[config.mk]
export PLATFORM = sky130hd
export DESIGN_NAME = vram_arbiter
export DESIGN_NICKNAME = d
export VERILOG_FILES = /design/src/rtl/vram_arbiter.sv
export SDC_FILE = /design/constraint.sdc
export NUM_CORES = 1
export LEC_CHECK = 0
export ABC_AREA = 1
export CAP_MARGIN = 20
export CELL_PAD_IN_SITES_DETAIL_PLACEMENT = 1
export CELL_PAD_IN_SITES_GLOBAL_PLACEMENT = 1
export CORE_MARGIN = 4
export CORE_UTILIZATION = 46
export CTS_BUF_LIST = sky130_fd_sc_hd__clkbuf_2
export DETAILED_ROUTE_END_ITERATION = 8
export PLACE_DENSITY_LB_ADDON = 0.08
export SETUP_SLACK_MARGIN = 0.15
export SYNTH_ARGS = -nofsm -noshare
export SYNTH_HDL_FRONTEND = slang
export SYNTH_SLANG_ARGS = --single-unit
[constraint.sdc]
create_clock -name clk -period 3.6 [get_ports clk]
set_clock_uncertainty 0.15 [all_clocks]
set_input_delay 0.9 -clock clk [delete_from_list [all_inputs] [get_ports clk]]
set_output_delay 0.9 -clock clk [all_outputs]
set_load 0.01 [all_outputs]
[src/rtl/vram_arbiter.sv]
// Single-port video RAM arbiter: display fetch > screen clear > buffered pixel writes.
// Optional stall counter output enabled by defining VRAM_ARB_STALL_CNT_EN.
module vram_arbiter #(
    parameter int ADDR_W     = 17,
    parameter int DEPTH      = 76800,
    parameter int WFIFO_LOG2 = 2
) (
    input  logic              clk,
    input  logic              rst_n,
    input  logic              frame_start,
    input  logic              fetch_req,
    output logic [7:0]        pix_data,
    output logic              pix_valid,
    input  logic              wr_valid,
    output logic              wr_ready,
    input  logic [ADDR_W-1:0] wr_addr,
    input  logic [7:0]        wr_data,
    input  logic              clr_req,
    input  logic [7:0]        clr_color,
    output logic              clr_busy,
    output logic [ADDR_W-1:0] mem_addr,
    output logic              mem_we,
    output logic [7:0]        mem_wdata,
    input  logic [7:0]        mem_rdata,
`ifdef VRAM_ARB_STALL_CNT_EN
    output logic [15:0]       stall_cnt,
`endif
    output logic              o_dbg_state
);

    typedef enum logic {ST_RUN = 1'b0, ST_CLEAR = 1'b1} state_t;

    localparam int                FIFO_DEPTH = 1 << WFIFO_LOG2;
    localparam logic [ADDR_W-1:0] LAST_ADDR  = ADDR_W'(DEPTH - 1);

    state_t              r_state;
    logic [ADDR_W-1:0]   r_disp_addr;
    logic [ADDR_W-1:0]   r_clr_addr;
    logic [7:0]          r_clr_color;
    logic                r_ready_en;
    logic                r_rd_p1;
    logic                r_rd_p2;
    logic [WFIFO_LOG2:0] r_wptr;
    logic [WFIFO_LOG2:0] r_rptr;
    logic [ADDR_W-1:0]   r_fifo_addr [FIFO_DEPTH];
    logic [7:0]          r_fifo_data [FIFO_DEPTH];

    logic                w_empty;
    logic                w_full;
    logic                w_push;
    logic                w_pop;
    logic [ADDR_W-1:0]   w_fetch_addr;

    // Writer handshake: a pixel transfers on any rising edge where wr_valid && wr_ready.
    // wr_ready is low while the FIFO is full and during reset, so a full FIFO never
    // sees a push and pop in the same cycle. wr_valid may be dropped at any time.
    assign w_empty      = (r_wptr == r_rptr);
    assign w_full       = (r_wptr[WFIFO_LOG2] != r_rptr[WFIFO_LOG2]) &&
                          (r_wptr[WFIFO_LOG2-1:0] == r_rptr[WFIFO_LOG2-1:0]);
    assign wr_ready     = r_ready_en && !w_full;
    assign w_push       = wr_valid && wr_ready;
    assign w_pop        = !fetch_req && (r_state == ST_RUN) && !w_empty;
    assign w_fetch_addr = frame_start ? '0 : r_disp_addr;
    assign clr_busy     = (r_state == ST_CLEAR);
    assign o_dbg_state  = r_state;

    always_ff @(posedge clk) begin
        if (w_push) begin
            r_fifo_addr[r_wptr[WFIFO_LOG2-1:0]] <= wr_addr;
            r_fifo_data[r_wptr[WFIFO_LOG2-1:0]] <= wr_data;
        end
    end

    always_ff @(posedge clk or negedge rst_n) begin
        if (!rst_n) begin
            r_state     <= ST_RUN;
            r_disp_addr <= '0;
            r_clr_addr  <= '0;
            r_clr_color <= '0;
            r_ready_en  <= 1'b0;
            r_rd_p1     <= 1'b0;
            r_rd_p2     <= 1'b0;
            r_wptr      <= '0;
            r_rptr      <= '0;
            pix_data    <= '0;
            pix_valid   <= 1'b0;
            mem_addr    <= '0;
            mem_we      <= 1'b0;
            mem_wdata   <= '0;
        end else begin
            r_ready_en <= 1'b1;
            mem_we     <= 1'b0;

            if (fetch_req) begin
                mem_addr <= w_fetch_addr;
            end else if (r_state == ST_CLEAR) begin
                mem_addr  <= r_clr_addr;
                mem_we    <= 1'b1;
                mem_wdata <= r_clr_color;
            end else if (!w_empty) begin
                mem_addr  <= r_fifo_addr[r_rptr[WFIFO_LOG2-1:0]];
                mem_we    <= 1'b1;
                mem_wdata <= r_fifo_data[r_rptr[WFIFO_LOG2-1:0]];
            end

            if (fetch_req)
                r_disp_addr <= (w_fetch_addr == LAST_ADDR) ? '0 : w_fetch_addr + 1'b1;
            else if (frame_start)
                r_disp_addr <= '0;

            if (w_push) r_wptr <= r_wptr + 1'b1;
            if (w_pop)  r_rptr <= r_rptr + 1'b1;

            // Read data arrives one cycle after the address; register it a cycle later.
            r_rd_p1   <= fetch_req;
            r_rd_p2   <= r_rd_p1;
            pix_valid <= r_rd_p2;
            if (r_rd_p2) pix_data <= mem_rdata;

            case (r_state)
                ST_RUN: begin
                    if (clr_req) begin
                        r_state     <= ST_CLEAR;
                        r_clr_addr  <= '0;
                        r_clr_color <= clr_color;
                    end
                end
                ST_CLEAR: begin
                    if (!fetch_req) begin
                        if (r_clr_addr == LAST_ADDR) begin
                            r_state    <= ST_RUN;
                            r_clr_addr <= '0;
                        end else begin
                            r_clr_addr <= r_clr_addr + 1'b1;
                        end
                    end
                end
                default: r_state <= ST_RUN;
            endcase
        end
    end

`ifdef VRAM_ARB_STALL_CNT_EN
    // Counts cycles where a queued write is held off by a fetch or a clear.
    always_ff @(posedge clk or negedge rst_n) begin
        if (!rst_n)
            stall_cnt <= '0;
        else if (frame_start)
            stall_cnt <= '0;
        else if (!w_empty && !w_pop && (stall_cnt != 16'hFFFF))
            stall_cnt <= stall_cnt + 16'd1;
    end
`endif

endmodule

==> results of run 1 <==
==> logic make-up after synthesis <==
family,count (synthesis),share of synthesized area [%]
flops,187,61.5
other cells,1,0.0445
fa+ha+maj,6,0.891
compound gates,104,6.61
mux,16,2.14
buf+inv,107,5.94
simple gates,415,21.1
xor+xnor,17,1.77
==> worst min path at each step <==
stage | slack (ns) | startpoint | end | cells after the start
final | 0.26 | r_rd_p1 | r_rd_p2 | 0
after global routing | 0.26 | r_rd_p1 | r_rd_p2 | 0
after CTS | 0.25 | r_rd_p1 | r_rd_p2 | 0
after detailed placement | 0.20 | r_rd_p1 | r_rd_p2 | 0
after global placement | 0.19 | r_rd_p1 | r_rd_p2 | 0
after floorplan | 0.18 | r_rd_p1 | r_rd_p2 | 0
==> stage by stage <==
step / instance area, um^2 / utilization [%] / hold WS [ns] / instances
2_1_floorplan: 8430 / - / 0.181 / 853
3_3_place_gp: 9440 / 52.6 / 0.186 / 1147
3_5_place_dp: 9440 / 52.6 / 0.195 / 1147
4_1_cts: 9730 / 54.2 / 0.247 / 1183
5_1_grt: 9750 / 54.3 / 0.260 / 1186
6_report: 9750 / 54.3 / 0.256 / 1186
==> synth_stat cells <==
| library cell | number | area share (%) |
|---|---|---|
| mux2_2 | 16 | 2.1 |
| buf_8 | 1 | 0.18 |
| clkbuf_1 | 5 | 0.22 |
| o22ai_1 | 26 | 1.9 |
| ha_1 | 6 | 0.89 |
| edfxtp_1 | 100 | 36 |
| xor2_1 | 13 | 1.4 |
| a21oi_1 | 12 | 0.71 |
| or2_1 | 1 | 0.074 |
| o21ai_1 | 14 | 0.83 |
| nor2_4 | 2 | 0.27 |
| buf_2 | 14 | 0.83 |
| inv_4 | 1 | 0.074 |
| o21ai_0 | 51 | 3.0 |
| dfrtp_1 | 87 | 26 |
| nand3b_1 | 4 | 0.36 |
| nor3_1 | 6 | 0.36 |
| nor3_2 | 1 | 0.12 |
| nand2_4 | 1 | 0.13 |
| nor2_1 | 73 | 3.3 |
| nand3_2 | 6 | 0.71 |
| nand4_4 | 1 | 0.25 |
| nand3_1 | 61 | 3.6 |
| buf_1 | 1 | 0.045 |
| conb_1 | 1 | 0.045 |
| nand2_2 | 4 | 0.30 |
| buf_4 | 4 | 0.36 |
| nand4_1 | 6 | 0.45 |
| xnor2_1 | 4 | 0.42 |
| o21ai_2 | 1 | 0.10 |
| inv_2 | 4 | 0.18 |
| nor2_2 | 5 | 0.37 |
| inv_1 | 70 | 3.1 |
| buf_6 | 7 | 0.94 |
| nand2_1 | 244 | 11 |
==> repair_timing <==
action                                  CTS  global route
setup buffers                             3             2
gates resized for setup                   2             1
pin swaps                                 0             1
hold endpoints to repair                 45             0
hold buffers                              1             0
endpoints found under the setup margin    1             1
==> area by class of cell <==
| class | count | area (um^2) |
|---|---|---|
| antenna | 1 | 2.50 |
| clock buffer | 18 | 90.1 |
| clock inverter | 14 | 164 |
| fill | 2022 | 8210 |
| inverter | 75 | 284 |
| multi-input combinational | 559 | 2760 |
| sequential | 187 | 5180 |
| tap | 229 | 287 |
| timing repair buffer | 103 | 986 |
==> metal layers <==
layer	global-route usage (%)	up-vias	part of all wire (%)
met5	0	-	0
met4	5.60	0	1.2
met3	3.99	18	3.1
met2	41.8	112	54
met1	28.1	3145	42
li1	-	3010	-
==> worst register-to-register path, delay by kind of cell, from the launching register on <==
kind / cells / cell delay [ns]
compound gates: 1 / 0.19
flops: 1 / 0.47
buf+inv: 4 / 1.29
simple gates: 7 / 0.65
==> power by group through the flow <==
stage	logic, uW	registers [uW]	clock network (uW)
floorplan	539	2680	0
global placement	931	2690	0
detailed placement	973	2700	0
CTS	1010	2650	1130
global route	1120	2670	1210
finish	1000	2650	1090
==> flip-flops by register name, indices dropped and copies added (netlist names) <==
register,count
clr_busy,1
mem_addr,17
mem_wdata,8
mem_we,1
pix_data,8
pix_valid,1
r_clr_addr,17
r_clr_color,8
r_disp_addr,17
r_fifo_addr,68
r_fifo_data,32
r_rd_p1,1
r_rd_p2,1
r_ready_en,1
r_rptr,3
r_wptr,3
==> run metrics, run 1 <==
status complete, no violations; most common cell after layout, fill and taps aside nand2_1; RePlAce Congestion 0.879; Peak Freq 307 MHz; Power per Cell Area 487 nW/um^2; die width 143 um; clock share of power 23.0%; Slowest cell on crit path dfrtp_1; Worst path depth 1; Comb pwr share 21.2%; layout cells sized above 1 10.4%; root buf cell clkbuf_2; fin crit share 90.6%; CP Launch Point clr_busy; first-pass GRT wire length 35,900 um; CTS tree yes; DR pass1 iterations 5; Buf+Inv Stages, Crit Path 1; Worst Setup Start Kind flip-flop; Worst Setup EP o_dbg_state; Slew Limit Fails 0; VDD IR max 0.268 mV; Setup TNS 0 ns; I/O Pins 85; Core Region 18,000 um^2; RR Startpoint r_rptr[0]; Final min period 3.26 ns; Cell variety after synth 35; Final Routed Wirelength 22,500 um; pin count of the biggest net entering global routing 53; CP Data Arrival Time 2.21 ns; Reg2Reg Depth 12; Sw Ratio 33.8%; CTS Sinks 187; Hold/Removal Path Class reg2reg; Tot GR Track Use 22.8%; Detailed Place HPWL 15,900 um; routed length per instance 18.9 um; site row count 49; unrepaired setup endpoints after global routing no; Worst slew margin 39.0%; Crit path max-delay family flip-flops; register area share after synthesis 61.5%; total CTS buffers 17; htree depth 4; DR vias 6,285; antenna violations before repair 1; die height 143 um; Leakage 0.00410 uW; Via density 5.30; number of global-route vias before repair 6,809; initial drt markers 325; Syn Nets 906; Nets 996; CTS max path bufs 2; Synth Area per Inst 9.88 um^2; Crit Path Category reg2out; Seq pwr share 55.8%; Routed Antenna Nets 0; Power Total 4750 uW; final-report setup violation count 0; IO Port Bufs 84; CP max FO 14; P_int 3140 uW; CP required 2.55 ns; Die ar. 20,500 um^2; grt ovf 0; Hold Fails Final Rpt 0; yosys warns 0; commonest non-fill, non-tap cells in the layout nand2_1, edfxtp_1, dfrtp_1, clkdlybuf4s50_1, inv_1; R2R Setup Slk 0.80 ns; Psw 1600 uW; worst-skew pair later-pin latency 0.79 ns; crit end category output port; Max-cap violations 0; Critical Path Max Stage Delay 0.78 ns; #FFs+latches synth 187; cells along the critical path clkdlybuf4s50_1; Place WS 0.727 ns; post-synthesis cell count 853; Syn Std Cell Area 8430 um^2; Reg clk slew, reported paths 0.30 ns; reg-to-reg endpoint mem_addr[16]; worst-margin pin slew 0.913 ns; synth-to-layout area growth 15.7%; DRC violations left 0; starting density of the core 46.9%; final worst slack 0.338 ns
Note: power is estimated with default switching activity, not from simulation.
==> run 2, diff against run 1 <==
--- a/config.mk
+++ b/config.mk
@@ -6,6 +6,7 @@
 export NUM_CORES = 1
 export LEC_CHECK = 0
 export ABC_AREA = 1
+export ABC_CLOCK_PERIOD_IN_PS = 3600
 export CAP_MARGIN = 20
 export CELL_PAD_IN_SITES_DETAIL_PLACEMENT = 1
 export CELL_PAD_IN_SITES_GLOBAL_PLACEMENT = 1
==> results of run 2 <==
Same layout as run 1: the final DEF is identical, and so are final timing and power.
==> run 3, diff against run 2 <==
--- a/config.mk
+++ b/config.mk
@@ -14,6 +14,7 @@
 export CORE_UTILIZATION = 46
 export CTS_BUF_LIST = sky130_fd_sc_hd__clkbuf_2
 export DETAILED_ROUTE_END_ITERATION = 8
+export HOLD_SLACK_MARGIN = 0.03
 export PLACE_DENSITY_LB_ADDON = 0.08
 export SETUP_SLACK_MARGIN = 0.15
 export SYNTH_ARGS = -nofsm -noshare
==> results of run 3 <==
Same layout as run 1: the final DEF is identical, and so are final timing and power.
